File: src/rtl/clk_enable_gen_prog.sv
// clk_enable_gen_prog: programmable sample/symbol clock-enable generator for
//   the modem datapath. Produces registered single-clk sam_clk_ena and
//   sym_clk_ena pulses, plus sam_idx (position of the sample within the symbol).
// Ports: clk/reset (async, active-high); sam_div/sym_div/cfg_load load a
//   shadow ratio that is applied on the next symbol wrap (cfg_pending shows it
//   is waiting); phase_adv/phase_ret nudge the sample grid by one clk.
// Optional feature macro: CLK_ENA_PHASE_ADJ_EN enables the phase nudges; when
//   it is undefined the phase ports are ignored and the counters free-run.
module clk_enable_gen_prog #(
    parameter int SAM_DIV_W   = 4,
    parameter int SYM_DIV_W   = 4,
    parameter int SAM_DIV_DEF = 3,
    parameter int SYM_DIV_DEF = 3
) (
    input  logic                 clk,
    input  logic                 reset,
    input  logic [SAM_DIV_W-1:0] sam_div,
    input  logic [SYM_DIV_W-1:0] sym_div,
    input  logic                 cfg_load,
    output logic                 cfg_pending,
    input  logic                 phase_adv,
    input  logic                 phase_ret,
    output logic                 sam_clk_ena,
    output logic                 sym_clk_ena,
    output logic [SYM_DIV_W-1:0] sam_idx
);

    localparam logic [SAM_DIV_W-1:0] SAM_ONE  = SAM_DIV_W'(1);
    localparam logic [SYM_DIV_W-1:0] SYM_ONE  = SYM_DIV_W'(1);

    logic [SAM_DIV_W-1:0] sam_cnt;
    logic [SAM_DIV_W-1:0] sam_cnt_nxt;
    logic [SAM_DIV_W-1:0] sam_div_r;
    logic [SAM_DIV_W-1:0] sam_div_sh;
    logic [SYM_DIV_W-1:0] sym_cnt;
    logic [SYM_DIV_W-1:0] sym_div_r;
    logic [SYM_DIV_W-1:0] sym_div_sh;
    logic                 pend;
    logic                 sam_wrap;
    logic                 sym_wrap;

`ifdef CLK_ENA_PHASE_ADJ_EN
    logic adj_used;
    logic req_adv;
    logic req_ret;
    logic adj_acc;

    // Simultaneous advance and retard cancel out; one nudge per sample period.
    assign req_adv = phase_adv & ~phase_ret & ~adj_used;
    assign req_ret = phase_ret & ~phase_adv & ~adj_used;

    always_comb begin
        sam_wrap    = 1'b0;
        sam_cnt_nxt = sam_cnt + SAM_ONE;
        adj_acc     = 1'b0;
        if (sam_div_r == '0) begin
            // Every edge is a wrap here; advance has nothing to shorten,
            // while retard swallows one pulse.
            if (req_ret) begin
                sam_cnt_nxt = sam_cnt;
                adj_acc     = 1'b1;
            end else begin
                sam_wrap    = 1'b1;
                sam_cnt_nxt = '0;
            end
        end else if (req_ret) begin
            sam_cnt_nxt = sam_cnt;
            adj_acc     = 1'b1;
        end else if (req_adv) begin
            adj_acc = 1'b1;
            // Skipping past the terminal count means the period ends now.
            if (sam_cnt >= sam_div_r - SAM_ONE) begin
                sam_wrap    = 1'b1;
                sam_cnt_nxt = '0;
            end else begin
                sam_cnt_nxt = sam_cnt + SAM_DIV_W'(2);
            end
        end else if (sam_cnt == sam_div_r) begin
            sam_wrap    = 1'b1;
            sam_cnt_nxt = '0;
        end
    end

    always_ff @(posedge clk or posedge reset) begin
        if (reset) begin
            adj_used <= 1'b0;
        end else if (sam_wrap) begin
            adj_used <= 1'b0;
        end else if (adj_acc) begin
            adj_used <= 1'b1;
        end
    end
`else
    logic unused_phase;
    assign unused_phase = phase_adv | phase_ret;

    always_comb begin
        sam_wrap    = (sam_cnt == sam_div_r);
        sam_cnt_nxt = sam_wrap ? '0 : sam_cnt + SAM_ONE;
    end
`endif

    assign sym_wrap = sam_wrap && (sym_cnt == sym_div_r);

    always_ff @(posedge clk or posedge reset) begin
        if (reset) begin
            sam_cnt     <= '0;
            sym_cnt     <= '0;
            sam_div_r   <= SAM_DIV_W'(SAM_DIV_DEF);
            sym_div_r   <= SYM_DIV_W'(SYM_DIV_DEF);
            sam_div_sh  <= '0;
            sym_div_sh  <= '0;
            pend        <= 1'b0;
            sam_clk_ena <= 1'b0;
            sym_clk_ena <= 1'b0;
        end else begin
            sam_cnt     <= sam_cnt_nxt;
            sam_clk_ena <= sam_wrap;
            sym_clk_ena <= sym_wrap;
            if (sam_wrap) begin
                sym_cnt <= sym_wrap ? '0 : sym_cnt + SYM_ONE;
            end
            // A pending ratio only ever switches in at a symbol boundary, so
            // both counters restart from 0 under the new divisors.
            if (sym_wrap && pend) begin
                sam_div_r <= sam_div_sh;
                sym_div_r <= sym_div_sh;
            end
            // A load on the wrap edge itself waits for the following wrap.
            if (cfg_load) begin
                sam_div_sh <= sam_div;
                sym_div_sh <= sym_div;
                pend       <= 1'b1;
            end else if (sym_wrap) begin
                pend <= 1'b0;
            end
        end
    end

    assign sam_idx     = sym_cnt;
    assign cfg_pending = pend;

endmodule

File: config.mk
export PLATFORM = sky130hd
export DESIGN_NAME = clk_enable_gen_prog
export DESIGN_NICKNAME = d
export VERILOG_FILES = /design/src/rtl/clk_enable_gen_prog.sv
export SDC_FILE = /design/constraint.sdc
export NUM_CORES = 1
export LEC_CHECK = 0
export BUFFER_PORTS_ARGS = -buffer_cell sky130_fd_sc_hd__clkbuf_2
export CAP_MARGIN = 10
export CORE_MARGIN = 2
export CORE_UTILIZATION = 45
export DETAILED_ROUTE_END_ITERATION = 8
export PLACE_DENSITY = 0.63
export SYNTH_ARGS = -nofsm -noshare
export SYNTH_HDL_FRONTEND = slang
export SYNTH_SLANG_ARGS = --single-unit
File: constraint.sdc
create_clock -name clk -period 5.1 [get_ports clk]
set_input_delay 0.51 -clock clk [delete_from_list [all_inputs] [get_ports clk]]
set_output_delay 0.51 -clock clk [all_outputs]
set_load 0.1 [all_outputs]
==> flow_metrics.tcl <==
set metrics [dict create \
    cts_buffers 3 \
    clkLatencyLatePin_ns 0.32 \
    worstSetupEndpoint "sym_div_r[2]" \
    final-setup-viol-count 0 \
    worst_pin_slew_ns 0.981 \
    fin_hold_ws_ns 0.372 \
    io_buffers 17 \
    crit_type "reg -> reg" \
    drcViolationCount 0 \
    clk_pin_slew_ns 0.15 \
    drtPass1Iterations 2 \
    rsz0062_at_grt "false" \
    die_y_um 55.5 \
    antenna_found_initial 0 \
    drt_iter0_drc 7 \
    syn_area_mm2 0.00119 \
    holdCritPathClass "in -> async" \
    r2r_cells 4 \
    syn_to_final_growth_pct 12.1 \
    fin_tns_setup_ns 0 \
    die_x_um 55.5 \
    initial_core_util 0.477 \
    fmax_mhz 488 \
    leakage_nw 0.643 \
    pre_cts_slack_ns 3.02 \
    cts-resized-gates 0 \
    rrSetupSlack_ns 3.05 \
    worst_ir_drop_vdd_mv 0.302 \
    cp.required_ns 5.32 \
    placed_area_mm2 0.00131 \
    r2r-start "sam_div_r[0]" \
    synthDistinctLibCells 24 \
    dp_hpwl_um 1240 \
    fin_crit_ns 2.05 \
    nFillCells 229 \
    yosysTopAreaCell "dfrtp_1" \
    timing.critical_path.from "sam_div_r[0]" \
    synth_area_per_cell_um2 14.4 \
    grt_pass1_vias 688 \
    coreArea_mm2 0.00250 \
    gr-total-overflow 0 \
    vias_per_cell 5.01 \
    fin_area_mm2 0.00134 \
    slew_headroom 0.345 \
    final_common_cell "dfrtp_1" \
    grt_pass1_wl_um 3040 \
    finalHoldViolCount 0 \
    cp-end-kind "flip-flop" \
    synth_area_leaders "dfrtp_1 48%, mux2_4 10%, dfstp_2 8.8%" \
    synth_cells 83 \
    placementRows 18 \
    cts_sinks 27 \
    antenna_left 0 \
    dieArea_mm2 0.00308 \
    syn_nets 98 \
    h-tree-depth 1 \
    finalPower_uw 817 \
    cp_max_fo 13 \
    grtUsageTotal 0.124 \
    clockRootBuffer "clkbuf_4" \
    drv_cap 0 \
    cts_hold_buffers 0 \
    cts_setup_buffers 0 \
    reg2reg_to "sym_div_r[2]" \
    yosys_warnings 0 \
    dpl.cell_count 128 \
    final_cell_mix "23 x dfrtp_1, 17 x clkbuf_2, 9 x xor2_1, 8 x mux2_4, 8 x mux2_2" \
    layout.nets 118 \
    regArea_um2 681 \
    fin_util 0.535 \
    cts_tree "yes" \
    grt_max_degree 28 \
    startpoint_type "flip-flop" \
    totalWireLength_um 1690 \
    globalplace.congestion 0.753 \
    ys_ff_latch 27 \
    diodes 0 \
    multi_input_area_um2 485 \
    vias 661 \
    cp.arrival_ns 2.27 \
    finClkSkew_ns 0.00876 \
    period_share 0.402 \
    fin_ws_ns 3.05 \
    status "completed" \
    ys_seq_area_frac 0.570 \
    fin_cells 132 \
    clockBufferDepth 2 \
    ios 20 \
    powerDensity_mw_per_mm2 611 \
    drive_above_1_share 0.431 \
    synth.top_cell.area_share 0.482 \
    finalMaxSlewViolations 0 \
    wl_per_cell_um 12.8 \
]
## sequential cells by signal (all words and copies together) (netlist names)
name         count
cfg_pending      1
sam_clk_ena      1
sam_cnt          4
sam_div_r        4
sam_div_sh       4
sam_idx          4
sym_clk_ena      1
sym_div_r        4
sym_div_sh       4
## cell usage after synthesis, drive strengths merged
cell type   n
o2bb2ai     1
clkbuf      1
nor4        2
a21oi       1
nor2b       1
buf         1
o21ai       1
nand2       1
dfstp       4
a21o        1
o22ai       2
mux2i       1
inv         5
mux2       16
nand3       3
and2        1
nand2b      2
xor2        9
dfrtp      23
ha          2
nor2        4
xnor2       1
## worst min-delay path by stage
stage	end	startpoint
floorplan	sam_cnt[0]	sam_cnt[0]
global placement	sym_div_r[0]	sym_div_sh[0]
detailed placement	sam_div_r[2]	sam_div_sh[2]
CTS	sym_div_sh[3]	sym_div[3]
global route	sym_div_sh[0]	sym_div[0]
finish	sam_div_sh[3]	reset
## area by class of cell
| type | count | share of cell area |
|---|---|---|
| clock buffer | 3 | 0.0168 |
| clock inverter | 1 | 0.00561 |
| inverter | 5 | 0.0140 |
| multi-input combinational | 49 | 0.363 |
| sequential | 27 | 0.509 |
| tap | 30 | 0.0281 |
| timing repair buffer | 17 | 0.0636 |
## cells by family (layout without fill, tap and decap cells)
group	count (synthesis)	in the layout	share of synthesized area
adder cells (fa/ha/maj)	2	2	0.0210
AND/OR/NAND/NOR	14	14	0.0954
AO/OA/AOI/OAI	6	6	0.0325
flip-flops	27	27	0.570
multiplexers	17	17	0.184
buffers and inverters	7	26	0.0231
XOR/XNOR	10	10	0.0734
## report_power, final
part           internal [mW]  switching, mW
sequential             0.296         0.0649
combinational          0.139          0.223
clock                 0.0299         0.0645
## routing by layer
layer  wire [um]  part of all wire  GRT usage
met5           0                 0          0
met4          10            0.0059     0.0418
met3          52             0.031     0.0211
met2         780              0.46      0.209
met1         845              0.50      0.162
## worst max-delay path, cell delays in order, from the launching register on
cell     delay, ns
dfstp_2       0.57
xor2_1        0.09
nor4_4        0.66
nand3_4       0.27
mux2_4        0.35
Note: power is estimated with default switching activity, not from simulation.
